===== config.mk =====
export PLATFORM = sky130hd
export DESIGN_NAME = alu16_arbiter_flat
export DESIGN_NICKNAME = d
export VERILOG_FILES = /design/src/rtl/alu16_arbiter_if.sv /design/src/rtl/alu16_arbiter.sv /design/src/flat_wrapper.sv
export SDC_FILE = /design/constraint.sdc
export NUM_CORES = 1
export LEC_CHECK = 0
export CORE_AREA = 3 3 106 108
export DETAILED_ROUTE_END_ITERATION = 7
export DIE_AREA = 0 0 109 111
export GPL_TIMING_DRIVEN = 0
export HOLD_SLACK_MARGIN = 0.1
export PLACE_DENSITY = 0.77
export SYNTH_ARGS = -nofsm -noshare
export SYNTH_HDL_FRONTEND = slang
export SYNTH_SLANG_ARGS = --single-unit

===== constraint.sdc =====
create_clock -name clk -period 2.33 [get_ports clk]
set_input_delay 0.466 -clock clk [delete_from_list [all_inputs] [get_ports clk]]
set_output_delay 0.466 -clock clk [all_outputs]
set_load 0.02 [all_outputs]

===== src/rtl/alu16_arbiter_if.sv =====
// Bundle between the issuing blocks, the alu16 instance and the arbiter.
// resp_err exists only when ALU_ARB_TIMEOUT_EN is defined.
interface alu16_arbiter_if #(
   parameter int NREQ = 4,
   parameter int IDW  = 2
);
   logic [NREQ-1:0]    req_valid;
   logic [NREQ-1:0]    req_ready;
   logic [NREQ*16-1:0] req_ina;
   logic [NREQ*16-1:0] req_inb;
   logic [NREQ*3-1:0]  req_op;
   logic               resp_valid;
   logic               resp_ready;
   logic [IDW-1:0]     resp_id;
   logic [16:0]        resp_data;
   logic               busy;
   logic               alu_on;
   logic [15:0]        alu_ina;
   logic [15:0]        alu_inb;
   logic [2:0]         alu_op;
   logic [16:0]        alu_out;
   logic [3:0]         alu_count;
`ifdef ALU_ARB_TIMEOUT_EN
   logic               resp_err;
`endif

   modport slave (
      input  req_valid, req_ina, req_inb, req_op, resp_ready, alu_out, alu_count,
      output req_ready, resp_valid, resp_id, resp_data, busy, alu_on, alu_ina, alu_inb, alu_op
`ifdef ALU_ARB_TIMEOUT_EN
      , output resp_err
`endif
   );

   modport master (
      output req_valid, req_ina, req_inb, req_op, resp_ready, alu_out, alu_count,
      input  req_ready, resp_valid, resp_id, resp_data, busy, alu_on, alu_ina, alu_inb, alu_op
`ifdef ALU_ARB_TIMEOUT_EN
      , input resp_err
`endif
   );
endinterface


===== src/rtl/alu16_arbiter.sv =====
// Round-robin scheduler sharing one alu16 among NREQ requesters, one op in flight.
// Optional feature macro ALU_ARB_TIMEOUT_EN: WAIT timeout with resp_err reporting.
module alu16_arbiter #(
   parameter int NREQ       = 4,
   parameter int IDW        = 2,
   parameter int ON_CYCLES  = 2,
   parameter int DONE_COUNT = 15
`ifdef ALU_ARB_TIMEOUT_EN
   ,
   parameter int TIMEOUT    = 64
`endif
) (
   input logic            clk,
   input logic            rst,
   alu16_arbiter_if.slave bus
);

   localparam int ONW = (ON_CYCLES > 1) ? $clog2(ON_CYCLES) : 1;

   typedef enum logic [2:0] {ST_IDLE, ST_START, ST_WAIT, ST_CAPTURE, ST_RESP} state_t;

   state_t          state_reg, state_next;
   logic [ONW-1:0]  on_cnt_reg;
   logic [IDW-1:0]  rr_ptr_reg;
   logic [15:0]     alu_ina_reg, alu_inb_reg;
   logic [2:0]      alu_op_reg;
   logic [IDW-1:0]  resp_id_reg;
   logic [16:0]     resp_data_reg;

   logic [15:0]     ina_arr [NREQ];
   logic [15:0]     inb_arr [NREQ];
   logic [2:0]      op_arr  [NREQ];
   logic            grant_found;
   logic [IDW-1:0]  grant_id, rr_next;
   logic            on_last, alu_done;
   logic [NREQ-1:0] req_ready;
   logic            alu_on, resp_valid, busy;

`ifdef ALU_ARB_TIMEOUT_EN
   localparam int TOW = (TIMEOUT > 1) ? $clog2(TIMEOUT) : 1;
   logic [TOW-1:0]  wait_cnt_reg;
   logic            resp_err_reg;
   logic            timeout_hit;

   assign timeout_hit  = (wait_cnt_reg == TOW'(TIMEOUT - 1));
   assign bus.resp_err = resp_err_reg;
`endif

   // Stage gi looks at requester (rr_ptr + gi) mod NREQ; the first stage with a hit wins.
   genvar gi;
   generate
      for (gi = 0; gi < NREQ; gi++) begin : g_req
         logic [IDW:0]   cand_sum;
         logic [IDW-1:0] cand_idx;
         logic           hit, seen_out;
         logic [IDW-1:0] id_out;

         assign ina_arr[gi] = bus.req_ina[16*gi +: 16];
         assign inb_arr[gi] = bus.req_inb[16*gi +: 16];
         assign op_arr[gi]  = bus.req_op[3*gi +: 3];

         assign cand_sum = {1'b0, rr_ptr_reg} + (IDW+1)'(gi);
         assign cand_idx = (cand_sum >= (IDW+1)'(NREQ)) ? IDW'(cand_sum - (IDW+1)'(NREQ))
                                                         : cand_sum[IDW-1:0];
         assign hit      = bus.req_valid[cand_idx];

         if (gi == 0) begin : g_first
            assign seen_out = hit;
            assign id_out   = cand_idx;
         end else begin : g_rest
            assign seen_out = g_req[gi-1].seen_out | hit;
            assign id_out   = g_req[gi-1].seen_out ? g_req[gi-1].id_out : cand_idx;
         end
      end
   endgenerate

   assign grant_found = g_req[NREQ-1].seen_out;
   assign grant_id    = g_req[NREQ-1].id_out;
   assign rr_next     = (grant_id == IDW'(NREQ - 1)) ? '0 : grant_id + 1'b1;
   assign on_last     = (on_cnt_reg == ONW'(ON_CYCLES - 1));
   assign alu_done    = (bus.alu_count == 4'(DONE_COUNT));

   always_ff @(posedge clk or posedge rst) begin
      if (rst) state_reg <= ST_IDLE;
      else     state_reg <= state_next;
   end

   always_comb begin
      state_next = state_reg;
      case (state_reg)
         ST_IDLE:    if (grant_found) state_next = ST_START;
         ST_START:   if (on_last) state_next = ST_WAIT;
         ST_WAIT: begin
            if (alu_done) state_next = ST_CAPTURE;
`ifdef ALU_ARB_TIMEOUT_EN
            else if (timeout_hit) state_next = ST_RESP;
`endif
         end
         ST_CAPTURE: state_next = ST_RESP;
         ST_RESP:    if (bus.resp_ready) state_next = ST_IDLE;
         default:    state_next = ST_IDLE;
      endcase
   end

   // req_ready is masked during reset so every output reads 0 while rst is high.
   always_comb begin
      req_ready  = '0;
      alu_on     = 1'b0;
      resp_valid = 1'b0;
      busy       = 1'b1;
      case (state_reg)
         ST_IDLE: begin
            busy = 1'b0;
            if (grant_found && !rst) req_ready[grant_id] = 1'b1;
         end
         ST_START: alu_on     = 1'b1;
         ST_RESP:  resp_valid = 1'b1;
         default: ;
      endcase
   end

   always_ff @(posedge clk or posedge rst) begin
      if (rst) begin
         on_cnt_reg    <= '0;
         rr_ptr_reg    <= '0;
         alu_ina_reg   <= '0;
         alu_inb_reg   <= '0;
         alu_op_reg    <= '0;
         resp_id_reg   <= '0;
         resp_data_reg <= '0;
`ifdef ALU_ARB_TIMEOUT_EN
         wait_cnt_reg  <= '0;
         resp_err_reg  <= 1'b0;
`endif
      end else begin
         case (state_reg)
            ST_IDLE: begin
               if (grant_found) begin
                  alu_ina_reg <= ina_arr[grant_id];
                  alu_inb_reg <= inb_arr[grant_id];
                  alu_op_reg  <= op_arr[grant_id];
                  resp_id_reg <= grant_id;
                  rr_ptr_reg  <= rr_next;
                  on_cnt_reg  <= '0;
`ifdef ALU_ARB_TIMEOUT_EN
                  wait_cnt_reg <= '0;
                  resp_err_reg <= 1'b0;
`endif
               end
            end
            ST_START: on_cnt_reg <= on_cnt_reg + 1'b1;
`ifdef ALU_ARB_TIMEOUT_EN
            ST_WAIT: begin
               wait_cnt_reg <= wait_cnt_reg + 1'b1;
               if (timeout_hit && !alu_done) begin
                  resp_data_reg <= '0;
                  resp_err_reg  <= 1'b1;
               end
            end
`endif
            ST_CAPTURE: resp_data_reg <= bus.alu_out;
            default: ;
         endcase
      end
   end

   assign bus.req_ready  = req_ready;
   assign bus.resp_valid = resp_valid;
   assign bus.resp_id    = resp_id_reg;
   assign bus.resp_data  = resp_data_reg;
   assign bus.busy       = busy;
   assign bus.alu_on     = alu_on;
   assign bus.alu_ina    = alu_ina_reg;
   assign bus.alu_inb    = alu_inb_reg;
   assign bus.alu_op     = alu_op_reg;

endmodule

===== src/flat_wrapper.sv =====
// flat-port wrapper written by rule: the top's interface ports become plain ports
module alu16_arbiter_flat 
#(
   parameter int NREQ       = 4,
   parameter int IDW        = 2,
   parameter int ON_CYCLES  = 2,
   parameter int DONE_COUNT = 15

)
  (clk, rst, bus_req_valid, bus_req_ina, bus_req_inb, bus_req_op, bus_resp_ready, bus_alu_out, bus_alu_count, bus_req_ready, bus_resp_valid, bus_resp_id, bus_resp_data, bus_busy, bus_alu_on, bus_alu_ina, bus_alu_inb, bus_alu_op);
  alu16_arbiter_if #(.NREQ(NREQ), .IDW(IDW)) bus_i ();
  input logic clk;
  input logic rst;
  input wire logic [$bits(bus_i.req_valid)-1:0] bus_req_valid;
  input wire logic [$bits(bus_i.req_ina)-1:0] bus_req_ina;
  input wire logic [$bits(bus_i.req_inb)-1:0] bus_req_inb;
  input wire logic [$bits(bus_i.req_op)-1:0] bus_req_op;
  input wire logic [$bits(bus_i.resp_ready)-1:0] bus_resp_ready;
  input wire logic [$bits(bus_i.alu_out)-1:0] bus_alu_out;
  input wire logic [$bits(bus_i.alu_count)-1:0] bus_alu_count;
  output wire logic [$bits(bus_i.req_ready)-1:0] bus_req_ready;
  output wire logic [$bits(bus_i.resp_valid)-1:0] bus_resp_valid;
  output wire logic [$bits(bus_i.resp_id)-1:0] bus_resp_id;
  output wire logic [$bits(bus_i.resp_data)-1:0] bus_resp_data;
  output wire logic [$bits(bus_i.busy)-1:0] bus_busy;
  output wire logic [$bits(bus_i.alu_on)-1:0] bus_alu_on;
  output wire logic [$bits(bus_i.alu_ina)-1:0] bus_alu_ina;
  output wire logic [$bits(bus_i.alu_inb)-1:0] bus_alu_inb;
  output wire logic [$bits(bus_i.alu_op)-1:0] bus_alu_op;
  assign bus_i.req_valid = bus_req_valid;
  assign bus_i.req_ina = bus_req_ina;
  assign bus_i.req_inb = bus_req_inb;
  assign bus_i.req_op = bus_req_op;
  assign bus_i.resp_ready = bus_resp_ready;
  assign bus_i.alu_out = bus_alu_out;
  assign bus_i.alu_count = bus_alu_count;
  assign bus_req_ready = bus_i.req_ready;
  assign bus_resp_valid = bus_i.resp_valid;
  assign bus_resp_id = bus_i.resp_id;
  assign bus_resp_data = bus_i.resp_data;
  assign bus_busy = bus_i.busy;
  assign bus_alu_on = bus_i.alu_on;
  assign bus_alu_ina = bus_i.alu_ina;
  assign bus_alu_inb = bus_i.alu_inb;
  assign bus_alu_op = bus_i.alu_op;
  alu16_arbiter #(.NREQ(NREQ), .IDW(IDW), .ON_CYCLES(ON_CYCLES), .DONE_COUNT(DONE_COUNT)) u_core (.clk(clk), .rst(rst), .bus(bus_i));
endmodule

==> metrics.yaml <==
ys.flop_type: "dfrtp_1"
syn_area_um2: 3400
routabilityCongestion: 0.752
num_vias: 3467
power_density_nw_per_um2: 1280
endpoint_kind: "output port"
fin_setup_tns_ps: -235
cp_slowest_cell: "or4b_4"
num_io_pins: 229
yosys_warnings: 0
fillers: 903
drtPass1Iterations: 4
die_h_um: 111
core_area_um2: 10300
diodes: 0
min_period_over_period_pct: 106
drtAntennaViolNets: 0
cts.hold.buffers_added: 0
synthDistinctLibCells: 34
clk-insertion-delay-late_ps: 340
slew_headroom_pct: 44.2
p_int_mw: 4.80
fin_crit_ps: 2460
hold_class: "reg -> reg"
clk_path_buf_depth: 2
grt_use_total_pct: 20.7
crit_family: "simple AND/OR/NAND/NOR gates"
dp.cells: 660
port_buffers: 228
worst_slew_pin_slew_ps: 832
die_x_um: 109
cp-start-kind: "flip-flop"
setup_viol: 4
avgSynthCellArea_um2: 11.5
synth_area_leaders: "dfrtp_1 (44%), mux2i_1 (21%), mux2_2 (6.0%), a221oi_1 (5.9%), a221oi_2 (5.3%)"
layout.cells.non_filler: 691
cts_tree: "yes"
synth_nets: 465
arrival_ps: 1990
rsz0062_at_grt: "yes"
area_growth_pct: 87.1
p_leak_nw: 2.64
clock_sinks: 60
synth-seq-cells: 60
synth_edf_count: 0
ys_async_sr_fraction_pct: 100
setup_slack_ps: -130
start_util_pct: 32.9
p_clk_share_pct: 12.0
worst-endpoint-required_ps: 1860
cp_cell_sequence: "or4b_4, o221ai_4, nor3_4, buf_8, ha_4, and3_4, buf_6"
antenna_found_initial: 0
dp_hpwl_um: 9520
grt_pass1_wl_um: 19600
die-area_um2: 12100
final_layout_size_suffix_gt1_share_pct: 20.2
drv_slew: 0
rows: 37
p_switching_mw: 3.34
vias_per_cell: 5.02
clock_skew_ps: 11.5
grt_overflow: 0
finalCoreUtilization_pct: 61.6
crit_buf_inv: 2
synth_area_leader_cell: "dfrtp_1"
ir_drop_v: 0.000520
post-route-drc-count: 0
sequentialPowerShare_pct: 23.2
nets: 719
synth_cells: 296
wl_um: 12700
pwr-share-comb_pct: 64.7
path_max_fanout: 5
largest_reg_flops: 17
drv_cap: 0
crit_path_max_incr_delay_ps: 510
numCtsBuffers: 9
yosysMostFrequentCell: "mux2i_1"
outcome: "complete, but fails checks"
yosysSeqAreaShare_pct: 44.2
switching_share_pct: 41.1
grt_pass1_vias: 3788
fmax_mhz: 407
synth_common_cells: "mux2i_1 (70), dfrtp_1 (60), nor2_1 (46)"
grt_max_degree: 32
finalHoldViolations: 0
violations: "negative setup slack"
holdWs_ps: 476
clock-root-buffer: "clkbuf_8"
clk_pin_slew_worst_paths_ps: 70
crit_type: "reg -> out"
wl_per_cell_um: 18.4
yosysTopAreaCellShare_pct: 44.2
drt_iter0_drc: 106
cts_max_level: 3
## worst reg2reg max path: cells and delay by family (launching register included)
kind	cells	cell delay, ps
muxes	1	160
DFF	1	410
and+or+nand+nor	2	590
buffers and inverters	3	500
AOI/OAI and AO/OA	2	430
## cells in the final DEF (no fill, tap or decap), types with 2 or more instances in the layout
master,instances
a221oi_1,21
a21oi_4,2
o21ai_0,2
clkinv_2,2
nor4_4,2
nand2_1,9
a21oi_1,2
clkbuf_8,12
nor3_4,2
clkbuf_2,4
clkbuf_1,5
inv_1,2
nand2b_4,2
nand2b_1,3
mux2_2,18
buf_8,3
buf_2,2
dfrtp_2,3
mux2i_1,70
buf_6,8
buf_4,19
dfrtp_1,57
clkbuf_4,2
clkinvlp_4,3
a221oi_2,14
nand3b_1,2
nor4b_2,2
clkdlybuf4s50_1,220
nor2_1,44
## kinds of logic after synthesis
| group | synth area share [%] |
|---|---|
| buf+inv | 4.90 |
| simple gates | 10.9 |
| fa+ha+maj | 0.368 |
| mux | 26.6 |
| flops | 44.2 |
| compound gates | 13.0 |
## what timing repair did
action | CTS | global route
hold endpoints to repair | 0 | 0
pin swaps | 5 | 9
buffers inserted | 8 | 10
endpoints found under the setup margin | 36 | 42
resized for setup | 42 | 29
cloned | 2 | 0
## power groups by stage
stage                     clock (mW)  combinational, mW  sequential, mW
after global placement             0               4.86            1.85
after global routing            1.05               5.65            1.96
after detailed placement           0               4.94            1.89
after CTS                      0.993               5.14            1.88
after floorplan                    0               2.45            2.43
final                          0.981               5.27            1.89
## final timing paths
check | from | to | slack (ps) | cells past startpoint
max in group asynchronous | rst | u_core.bus.alu_op[0] | 980 | 2
max reg2reg | u_core.rr_ptr_reg[1] | u_core.bus.alu_inb[0] | 130 | 8
min | u_core.bus.resp_id[0] | u_core.bus.resp_id[0] | 480 | 1
min reg2reg | u_core.bus.resp_id[0] | u_core.bus.resp_id[0] | 480 | 1
max | u_core.rr_ptr_reg[1] | bus_req_ready[3] | -130 | 7
min in group asynchronous | rst | u_core.bus.resp_data[4] | 820 | 3
## metrics by stage
stage	cell area (µm²)	setup slack, ps	power (mW)
finish	6350	-130	8.14
global route	6350	-206	8.66
CTS	6230	-353	8.01
detailed placement	5900	-1540	6.83
global placement	5900	-1490	6.71
floorplan	3450	12.6	4.88
## cell type report
type                            count  area (µm²)  area share [%]
Clock buffer                       12         155            2.44
Timing Repair inverter              2        12.5           0.197
Multi-Input combinational cell    210        1890            29.7
Sequential cell                    60        1510            23.7
Buffer                             19         171            2.70
Clock inverter                      4        47.5           0.748
Tap cell                          136         170            2.68
Inverter                            3        15.0           0.236
Timing Repair Buffer              245        2390            37.6
## routing by layer
| metal | global-route usage (%) | up-vias | wire, µm |
|---|---|---|---|
| met5 | 0 | - | 0 |
| met4 | 6.48 | 0 | 281 |
| met3 | 5.18 | 24 | 771 |
| met2 | 38.2 | 140 | 6820 |
| met1 | 22.8 | 1687 | 4830 |
| li1 | - | 1616 | - |
No activity file was read; power rests on OpenSTA's default activity.
